[config.mk]
export PLATFORM = sky130hd
export DESIGN_NAME = floo_link_buffer
export DESIGN_NICKNAME = d
export VERILOG_FILES = /design/src/rtl/floo_link_pkg.sv /design/src/rtl/floo_link_buffer_sat_cnt.sv /design/src/rtl/floo_link_buffer.sv
export SDC_FILE = /design/constraint.sdc
export NUM_CORES = 1
export LEC_CHECK = 0
export BUFFER_PORTS_ARGS = -buffer_cell sky130_fd_sc_hd__buf_2
export CELL_PAD_IN_SITES_DETAIL_PLACEMENT = 1
export CELL_PAD_IN_SITES_GLOBAL_PLACEMENT = 2
export CORE_ASPECT_RATIO = 0.8
export CORE_MARGIN = 3
export CORE_UTILIZATION = 17
export DETAILED_ROUTE_END_ITERATION = 8
export GPL_TIMING_DRIVEN = 0
export PLACE_DENSITY = 0.86
export SYNTH_ARGS = -nofsm -noshare
export SYNTH_HDL_FRONTEND = slang
export SYNTH_SLANG_ARGS = --single-unit
[constraint.sdc]
create_clock -name clk_i -period 1.3 [get_ports clk_i]
set_input_delay 0.065 -clock clk_i [delete_from_list [all_inputs] [get_ports clk_i]]
set_output_delay 0.065 -clock clk_i [all_outputs]
set_load 0.005 [all_outputs]
[src/rtl/floo_link_pkg.sv]
// floo_link_pkg: shared constants, types and width helpers for the FlooNoC
// inter-tile link buffer (floo_link_buffer) and its tile-level wrappers.
package floo_link_pkg;

  // Smallest depth that still gives full throughput with registered outputs.
  localparam int unsigned MinLinkDepth = 2;

  // Counter width used by tile wrappers that aggregate link statistics.
  localparam int unsigned DefaultCntWidth = 32;

  // Performance counter bundle of one link, as collected by the tile wrapper.
  typedef struct packed {
    logic [DefaultCntWidth-1:0] flits;
    logic [DefaultCntWidth-1:0] stall;
    logic [DefaultCntWidth-1:0] bp;
  } floo_link_perf_t;

  // Width of an occupancy value that must represent 0..depth inclusive.
  function automatic int unsigned floo_link_fill_width(input int unsigned depth);
    return $clog2(depth + 1);
  endfunction

  // Width of a pointer into a buffer of the given depth (at least one bit).
  function automatic int unsigned floo_link_ptr_width(input int unsigned depth);
    return (depth > 1) ? $clog2(depth) : 1;
  endfunction

endpackage

[src/rtl/floo_link_buffer_sat_cnt.sv]
// floo_link_sat_cnt: saturating event counter with synchronous clear.
// Clear has priority over increment; the count sticks at all-ones.
module floo_link_sat_cnt #(
  parameter int unsigned Width = 32
) (
  input  logic             clk_i,
  input  logic             rst_ni,
  input  logic             clear_i,
  input  logic             inc_i,
  output logic [Width-1:0] cnt_o
);

  logic [Width-1:0] cnt_q;
  logic [Width-1:0] cnt_d;
  logic             at_max_s;

  assign at_max_s = (cnt_q == {Width{1'b1}});

  // Next count: clear wins, otherwise increment unless already saturated.
  always_comb begin
    cnt_d = cnt_q;
    if (clear_i) begin
      cnt_d = '0;
    end else if (inc_i && !at_max_s) begin
      cnt_d = cnt_q + Width'(1);
    end else begin
      cnt_d = cnt_q;
    end
  end

  // Counter register.
  always_ff @(posedge clk_i or negedge rst_ni) begin
    if (!rst_ni) begin
      cnt_q <= '0;
    end else begin
      cnt_q <= cnt_d;
    end
  end

  assign cnt_o = cnt_q;

endmodule

[src/rtl/floo_link_buffer.sv]
// floo_link_buffer: elastic buffer for one FlooNoC physical link between two
// tiles. Circular buffer whose outputs come straight from registers, so the
// long inter-tile valid/ready path is cut in both directions.
// Optional feature: define FLOO_LINK_PERF_EN to build the three saturating
// performance counters (flits delivered, output stall, input back-pressure).
module floo_link_buffer
  import floo_link_pkg::*;
#(
  parameter type         flit_t   = logic,
  parameter int unsigned Depth    = MinLinkDepth,
  parameter int unsigned CntWidth = 32
) (
  input  logic                       clk_i,
  input  logic                       rst_ni,
  input  logic                       flush_i,
  input  logic                       in_valid_i,
  output logic                       in_ready_o,
  input  flit_t                      in_data_i,
  output logic                       out_valid_o,
  input  logic                       out_ready_i,
  output flit_t                      out_data_o,
  output logic [$clog2(Depth+1)-1:0] fill_o,
  input  logic                       perf_clear_i,
  output logic [CntWidth-1:0]        perf_flits_o,
  output logic [CntWidth-1:0]        perf_stall_o,
  output logic [CntWidth-1:0]        perf_bp_o
);

  localparam int unsigned FillW = floo_link_fill_width(Depth);
  localparam int unsigned PtrW  = floo_link_ptr_width(Depth);

  localparam logic [FillW-1:0] FillMax = FillW'(Depth);
  localparam logic [PtrW-1:0]  PtrLast = PtrW'(Depth - 1);

  // Pointers wrap explicitly so Depth need not be a power of two.
  function automatic logic [PtrW-1:0] ptr_inc(input logic [PtrW-1:0] ptr);
    return (ptr == PtrLast) ? '0 : ptr + PtrW'(1);
  endfunction

  flit_t            mem_q [Depth];
  logic [PtrW-1:0]  rd_ptr_q;
  logic [PtrW-1:0]  rd_ptr_d;
  logic [PtrW-1:0]  wr_ptr_q;
  logic [PtrW-1:0]  wr_ptr_d;
  logic [FillW-1:0] fill_q;
  logic [FillW-1:0] fill_d;

  logic push_s;
  logic pop_s;
  logic full_s;
  logic empty_s;

  // Handshake status. in_ready only looks at our own occupancy and flush,
  // never at out_ready_i, so no combinational path crosses the buffer.
  assign full_s      = (fill_q == FillMax);
  assign empty_s     = (fill_q == '0);
  assign in_ready_o  = !full_s && !flush_i;
  assign out_valid_o = !empty_s;
  assign push_s      = in_valid_i && in_ready_o;
  assign pop_s       = out_valid_o && out_ready_i;

  // Pointer and occupancy next-state; flush returns to the empty state while a
  // same-cycle pop still counts as delivered downstream.
  always_comb begin
    rd_ptr_d = rd_ptr_q;
    wr_ptr_d = wr_ptr_q;
    fill_d   = fill_q;
    if (flush_i) begin
      rd_ptr_d = '0;
      wr_ptr_d = '0;
      fill_d   = '0;
    end else begin
      if (push_s) begin
        wr_ptr_d = ptr_inc(wr_ptr_q);
      end else begin
        wr_ptr_d = wr_ptr_q;
      end
      if (pop_s) begin
        rd_ptr_d = ptr_inc(rd_ptr_q);
      end else begin
        rd_ptr_d = rd_ptr_q;
      end
      case ({push_s, pop_s})
        2'b10:   fill_d = fill_q + FillW'(1);
        2'b01:   fill_d = fill_q - FillW'(1);
        default: fill_d = fill_q;
      endcase
    end
  end

  // Pointer and occupancy registers.
  always_ff @(posedge clk_i or negedge rst_ni) begin
    if (!rst_ni) begin
      rd_ptr_q <= '0;
      wr_ptr_q <= '0;
      fill_q   <= '0;
    end else begin
      rd_ptr_q <= rd_ptr_d;
      wr_ptr_q <= wr_ptr_d;
      fill_q   <= fill_d;
    end
  end

  // Flit storage; cleared on reset so the head reads zero out of reset.
  always_ff @(posedge clk_i or negedge rst_ni) begin
    if (!rst_ni) begin
      for (int i = 0; i < Depth; i++) begin
        mem_q[i] <= '0;
      end
    end else if (push_s) begin
      mem_q[wr_ptr_q] <= in_data_i;
    end
  end

  // Head flit is a pure register read: no bypass from in_data_i.
  assign out_data_o = mem_q[rd_ptr_q];
  assign fill_o     = fill_q;

`ifdef FLOO_LINK_PERF_EN
  logic stall_s;
  logic bp_s;

  assign stall_s = out_valid_o && !out_ready_i;
  assign bp_s    = in_valid_i && !in_ready_o;

  floo_link_sat_cnt #(
    .Width (CntWidth)
  ) i_cnt_flits (
    .clk_i   (clk_i),
    .rst_ni  (rst_ni),
    .clear_i (perf_clear_i),
    .inc_i   (pop_s),
    .cnt_o   (perf_flits_o)
  );

  floo_link_sat_cnt #(
    .Width (CntWidth)
  ) i_cnt_stall (
    .clk_i   (clk_i),
    .rst_ni  (rst_ni),
    .clear_i (perf_clear_i),
    .inc_i   (stall_s),
    .cnt_o   (perf_stall_o)
  );

  floo_link_sat_cnt #(
    .Width (CntWidth)
  ) i_cnt_bp (
    .clk_i   (clk_i),
    .rst_ni  (rst_ni),
    .clear_i (perf_clear_i),
    .inc_i   (bp_s),
    .cnt_o   (perf_bp_o)
  );
`else
  logic unused_perf_clear_s;

  assign unused_perf_clear_s = perf_clear_i;
  assign perf_flits_o        = '0;
  assign perf_stall_o        = '0;
  assign perf_bp_o           = '0;
`endif

endmodule

Word-level counts from Yosys, hierarchy flattened
Index checks and enable logic that the tools add are counted.

storage, ports and cells
  register bits = 6
  input bits = 7
  output and inout bits = 101
  word-level logic and storage cells = 42

cells by class
  $add $sub $neg = 4
  order comparisons = 3
  equality and inequality tests = 3
  multiplexer cells = 14
  bitwise operators = 2
  reductions and logical operators = 11

operators by type and width
  kind                                                        count
  two-way mux 1 bit                                           10
  == test 2 bit, second input constant                        2
  >= comparator 2 bit, second input constant                  2
  logical AND 1 bit                                           4
  inverter 1 -> 2 bit                                         2
  case mux 2 bit (2 select lines)                             1
  nonzero test 2 bit                                          2
  logical NOT 1 bit                                           3
  nonzero test 3 bit                                          1
  adder 1 bit, second input constant                          2
  adder 2 x 1 -> 2 bit, second input constant                 1
  bitwise mux 2 bit                                           1
  == test 2 x 1 -> 1 bit, second input constant               1
  logical NOT 2 bit                                           1
  less-than comparator 2 x 1 -> 1 bit, second input constant  1
  two-way mux 2 bit                                           1
  subtractor 2 x 1 -> 2 bit, second input constant            1
  demux 1 bit (select 1 bit)                                  1

Longest topological paths before layout
Gate-level depths: netlist (run 1).

  word-level depth = 7
  gate-level depth with buffers = 3
  depth with buffers taken out = 3

Worst setup path after synthesis (run 1)
OpenSTA, ideal clock, no wires.

  path type = register to register
  start point = register fill_q[1] (netlist: fill_o[1])
  end point = register mem_q[1] (netlist name)
  library setup time = 0.128 ns
  data arrival time = 1.052 ns
  setup slack = 0.120 ns
  stages on the path, launching flop included = 4
  path buffers = 0
  clock period less this slack = 1.180 ns
  path through = dfrtp_1 > nor2b_4 > nor4_2 > mux2_1

between the ends
  word-level cells in the longest chain between the ends = 4

RTL lines
  what                             RTL line                 RTL
  from (decl)                      floo_link_buffer.sv:45   logic [FillW-1:0] fill_q;
  from (signal assigned)           floo_link_buffer.sv:100  fill_q <= fill_d;
  == test 2 bit                    floo_link_buffer.sv:55   assign full_s = (fill_q == FillMax);
  logical NOT 1 bit                floo_link_buffer.sv:57   assign in_ready_o = !full_s && !flush_i;
  logical AND 1 bit                floo_link_buffer.sv:57
  logical AND 1 bit                floo_link_buffer.sv:59   assign push_s = in_valid_i && in_ready_o;
  to (signal, indexed assignment)  floo_link_buffer.sv:111  mem_q[wr_ptr_q] <= in_data_i;
  to (decl)                        floo_link_buffer.sv:40   flit_t mem_q [Depth];

No other way between the ends.
A chain may end at the register's enable or synchronous reset.

Worst setup path in the final report (run 1)
Ends and elaborated chain as after synthesis.

==> results.md, run 1 <==
* Outcome: finished, final reports clean
* Most used cells in the layout excluding fill and tap cells: 96 x buf_4, 96 x conb_1, 10 x buf_2
* Setup repair after global routing missed its margin: no
* Cell at the root of the clock tree: clkbuf_8
* CTS tree: done
* Biggest fanout along the worst timing path at 8
* Proportion of layout cells with a drive suffix above 1 at 48.9%
* Tightest Hold Check Type: in2reg
* Leftover overflow at the end of global routing at 0
* Total power at 900 µW
* Flip-flop and latch count after synthesis at 6
* Vias at 831
* Count of final setup violators at 0
* Area of the mapped netlist at 1060 µm²
* Number of inserted diodes at 0
* Worst R2R Path Depth at 3
* Endpoint of the worst-slack reg-to-reg timing path: mem_q[1]
* Critical Path Start Type: flop
* Startpoint of the tightest hold check path: in_data_i
* Synthesized netlist cell count at 128
* Insertion delay of the later-clocked pin in the worst-skew pair at 220 ps
* Max-slew violations at 0
* Total of fill cells in the finished design at 758
* Worst reg2reg path startpoint: fill_o[1]
* Leakage power at 1.03 nW
* Launching element of the worst setup path: fill_o[1]
* Setup_tns at 0 ps
* Reg2Reg Setup Slack at 100 ps
* Wire length of the first global-routing pass at 3.49 mm
* Maximum number of pins on one net before global-route repair at 10
* Required time of the worst setup path at 1400 ps
* Overall die height at 76.6 µm
* CTS H-Tree Depth at 1
* Final worst path period need at 1200 ps
* Final routed DRC violation total at 0
* Site row count at 25
* Final count of hold timing violations at 0
* Number of library cell types mapped by synthesis at 23
* Die Footprint at 7220 µm²
* Die X at 94.2 µm
* Power per cell area at 556 nW/µm²
* Initial antenna violation count at 0
* FMAX at 0.830 GHz
* Detailed-route vias per instance at 2.61
* Number of nets in the layout at 246
* Number of standard cells in the final layout excluding fillers at 318
* Detailed Routing Iterations Pass 1 at 2
* TritonCTS Buffers at 3
* GRT Total Usage at 5.95%
* Routability cong. at 0.646
* TritonCTS Sinks at 6
* Top cells by area, synth: buf_4 68%, dfrtp_1 14%, mux2_1 2.1%, a21oi_1 1.9%, nor2b_4 1.3%
* Vias in the first global route at 779
* Period utilization at 92.6%
* Port bufs at 10
* Area grow syn2layout at 53.1%
* Share of the yosys chip area belonging to registers at 14.2%
* Clock Path Buffers at 2
* Largest clock skew in the final design at 3.15 ps
* Core Area at 5970 µm²
* Number of ports placed on the die boundary at 108
* Antenna viol nets, final at 0
* Critical path data arrival time at 1300 ps
* Sum of net half-perimeters after detailed placement at 2.01 mm
* IR drop worst, VDD at 0.147 mV
* DRT Wirelength at 2.18 mm
* Kind of end point of the critical path: flop
* Initial detailed-routing violation count at 18
* Critical setup path kind: reg2reg
* Count of warnings emitted by yosys at 0
* Mean instance size in the synthesized netlist at 8.27 µm²
* Inst Count DP at 314
* Post-CTS setup repair buffer count at 0
* Final Hold Slack at 73.8 ps
* Share of Yosys cell area claimed by the top area cell type at 68.1%
* Max-Cap Viols at 0
* Clk slew on worst S/H paths at 40 ps
* Post-synth top area cell: buf_4
* Endpoint of the worst setup timing path: mem_q[1]
* WL/cell at 6.86 µm
* Initial core utilization at 17.7%
## metrics by stage
stage          utilization, %  instance area (µm²)  worst slack [ps]
6_report                 27.1                 1620              95.6
5_1_grt                  27.1                 1620              30.7
4_1_cts                  27.1                 1620              48.5
3_5_place_dp             26.2                 1570              51.7
3_3_place_gp             26.2                 1570              61.9
2_1_floorplan               -                 1420               120
## layout make-up
type / instances / area (µm²) / area share (%)
inverters: 1 / 3.75 / 0.232
plain buffers: 96 / 721 / 44.5
clock buffers: 3 / 41.3 / 2.55
repair buffers: 11 / 60.1 / 3.71
flip-flops and latches: 6 / 153 / 9.42
multi-input cells: 120 / 541 / 33.4
well taps: 81 / 101 / 6.25
## cells by family (layout without fill, tap and decap cells)
family	Yosys count	in the layout	share of synthesized area (%)
buffers and inverters	97	111	68.4
AO/OA/AOI/OAI	8	8	4.26
multiplexers	4	4	4.14
flip-flops	6	6	14.2
other	1	96	0.354
XOR/XNOR	1	1	0.828
AND/OR/NAND/NOR	11	11	7.80
## flip-flops by register name (all words and copies together) (netlist names)
register / cells
fill_o: 2
mem_q: 2
rd_ptr_q: 1
wr_ptr_q: 1
## metal layers
layer | track usage [%] | wire length (µm) | up-vias
li1 | - | - | 430
met1 | 5.26 | 591 | 350
met2 | 11.8 | 1330 | 46
met3 | 1.68 | 214 | 5
met4 | 3.03 | 46 | 0
met5 | 0 | 0 | -
## critical path, stage by stage (launching register included)
cell and delay [ps]:
dfrtp_2 440, nor2b_4 160, nor4_2 150, mux2_1 340
## power by group
part | switching (mW) | internal (mW)
clock | 0.0818 | 0.199
sequential | 0.0196 | 0.213
combinational | 0.152 | 0.234
## worst min-delay path by stage
stage          slack (ps)  cells past startpoint         to
6_report               70                      2   mem_q[0]
5_1_grt                80                      2   mem_q[1]
4_1_cts                80                      2   mem_q[0]
3_5_place_dp         -100                      1  fill_o[0]
3_3_place_gp         -100                      1   wr_ptr_q
2_1_floorplan        -230                      0  fill_o[0]
## synthesized netlist by cell type (all sizes together)
master / n
conb: 1
mux2: 3
nand3b: 1
nor4: 1
a21o: 1
xor2: 1
nor2: 2
mux2i: 1
o21ai: 2
or2: 2
o211ai: 1
a21oi: 4
dfrtp: 6
buf: 96
nand4b: 1
nor3b: 1
or3: 1
nor2b: 1
nand2b: 1
inv: 1
## timing repair
item,CTS,global route
hold endpoints to repair,6,0
endpoints found under the setup margin,0,2
hold buffers,1,0
resized for setup,0,2
No activity file was read; power rests on OpenSTA's default activity.
==> run 2, diff against run 1 <==
--- a/config.mk
+++ b/config.mk
@@ -13,7 +13,7 @@
 export CORE_UTILIZATION = 17
 export DETAILED_ROUTE_END_ITERATION = 8
 export GPL_TIMING_DRIVEN = 0
-export PLACE_DENSITY = 0.86
+export PLACE_DENSITY = 0.8
 export SYNTH_ARGS = -nofsm -noshare
 export SYNTH_HDL_FRONTEND = slang
 export SYNTH_SLANG_ARGS = --single-unit
==> results.md, run 2 (synthesis gave the netlist of run 1 again) <==
* Count of final setup violators at 0 (unchanged)
* Final count of hold timing violations at 0 (unchanged)
* Number of ports placed on the die boundary at 108 (unchanged)
* Vias at 840 (+1.1%)
* Required time of the worst setup path at 1390 ps (about the same)
* Detailed-route vias per instance at 2.64 (+1.1%)
* Critical setup path kind: reg2reg
* Most used cells in the layout excluding fill and tap cells: 96 x buf_4, 96 x conb_1, 10 x buf_2
* Worst reg2reg path startpoint: fill_o[1]
* Max stage delay cell, worst path: dfrtp_2
* Reg2Reg Setup Slack at 80 ps (-20 ps)
* Initial antenna violation count at 0 (unchanged)
* Initial detailed-routing violation count at 18 (unchanged)
* Wire length of the first global-routing pass at 3.36 mm (-3.8%)
* TritonCTS Buffers at 3 (unchanged)
* Setup_tns at 0 ps (unchanged)
* Overall die height at 76.6 µm (unchanged)
* Cell at the root of the clock tree: clkbuf_8
* Biggest fanout along the worst timing path at 8 (unchanged)
* Port bufs at 10 (unchanged)
* Number of standard cells in the final layout excluding fillers at 318 (unchanged)
* Die X at 94.2 µm (unchanged)
* Antenna viol nets, final at 0 (unchanged)
* Insertion delay of the later-clocked pin in the worst-skew pair at 210 ps (about the same)
* Launching element of the worst setup path: fill_o[1]
* Leakage power at 1.03 nW (+0.13%)
* Core Area at 5970 µm² (unchanged)
* DRT Wirelength at 2.18 mm (-0.28%)
* GRT Total Usage at 5.54% (-0.41 points)
* Final routed DRC violation total at 0 (unchanged)
* Number of nets in the layout at 246 (unchanged)
* Worst path cell trace: nor2b_4, nor4_4, mux2_1
* Largest clock skew in the final design at 0.0807 ps (-3.07 ps)
* Site row count at 25 (unchanged)
* CTS H-Tree Depth at 1 (unchanged)
* Max-Cap Viols at 0 (unchanged)
* Period utilization at 93.9% (+1.3 points)
* Biggest cell delay along the critical path at 450 ps (about the same)
* Detailed Routing Iterations Pass 1 at 2 (unchanged)
* Max-slew violations at 0 (unchanged)
* Vias in the first global route at 809 (+3.9%)
* Leftover overflow at the end of global routing at 0 (unchanged)
* Placed cell areas at 1570 µm² (unchanged)
* Critical Path Start Type: flop
* Clock Path Buffers at 2 (unchanged)
* Number of inserted diodes at 0 (unchanged)
* Proportion of layout cells with a drive suffix above 1 at 48.9% (unchanged)
* WL/cell at 6.84 µm (-0.28%)
* Inst Count DP at 314 (unchanged)
* Tightest Hold Check Type: in2reg
* Final Hold Slack at 95.4 ps (+21.6 ps)
* Maximum number of pins on one net before global-route repair at 10 (unchanged)
* Routability cong. at 0.678 (+5.0%)
* Summed area of non-filler cells in the final layout at 1630 µm² (+0.54%)
* TritonCTS Sinks at 6 (unchanged)
* Sum of net half-perimeters after detailed placement at 2.01 mm (unchanged)
* Die Footprint at 7220 µm² (unchanged)
* IR drop worst, VDD at 0.226 mV (+54%)
* Kind of end point of the critical path: flop
* Share of the core filled with cells at 27.3% (+0.15 points)
* Startpoint of the tightest hold check path: in_data_i
* FMAX at 0.819 GHz (-1.4%)
* Outcome: finished, final reports clean
* Power per cell area at 547 nW/µm² (-1.5%)
* Critical path data arrival time at 1310 ps (about the same)
* CTS tree: done
* Buffers & Inverters on Critical Path at 0 (unchanged)
* Area grow syn2layout at 53.9%
* Setup repair after global routing missed its margin: no
* Clk slew on worst S/H paths at 30 ps (about the same)
* Final worst path period need at 1220 ps (+16.8 ps)
* Cell family with most CP delay: flip-flops
* Initial core utilization at 17.7% (unchanged)
run 2: repair_timing:
| action | CTS | global route |
|---|---|---|
| hold buffers | 1 | 0 |
| setup endpoints to repair | 0 | 2 |
| setup buffers | 0 | 0 |
| endpoints found under the hold margin | 6 | 0 |
| gates resized for setup | 0 | 3 |
run 2: worst reg2reg max path: stages, from the launching register on:
cell and delay [ps]:
dfrtp_2 450, nor2b_4 160, nor4_4 140, mux2_1 350
run 2: path summary, 6_finish.rpt:
| check | cells after the start | endpoint |
|---|---|---|
| worst max-delay path | 3 | mem_q[1] |
| worst min-delay path | 2 | mem_q[0] |
| worst max register to register | 3 | mem_q[1] |
| worst min register to register | 1 | mem_q[0] |
| max in group asynchronous | 2 | fill_o[0] |
| min in group asynchronous | 2 | fill_o[1] |
run 2: stage by stage:
step,power [mW],worst slack [ps]
floorplan,0.553,120
global placement,0.599,58.1
detailed placement,0.604,33.1
CTS,0.876,23.9
global route,0.970,29.1
finish,0.891,78.9
run 2: area by class of cell:
| type | instances | area, µm² |
|---|---|---|
| timing repair buffer | 11 | 60.1 |
| sequential | 6 | 153 |
| tap | 81 | 101 |
| multi-input combinational | 120 | 549 |
| fill | 762 | 4350 |
| buffer | 96 | 721 |
| clock buffer | 3 | 41.3 |
| inverter | 1 | 3.75 |
run 2: layer usage:
metal / vias up / part of all wire, % / track usage (%)
met1: 362 / 32 / 5.56
met4: 0 / 1.2 / 2.16
met5: - / 0 / 0
met2: 47 / 58 / 11.2
li1: 429 / - / -
met3: 2 / 8.4 / 0.691
run 2: power breakdown:
group | total (mW) | internal (mW) | switching (mW)
clock | 0.264 | 0.198 | 0.0666
sequential | 0.236 | 0.213 | 0.0225
combinational | 0.391 | 0.236 | 0.155
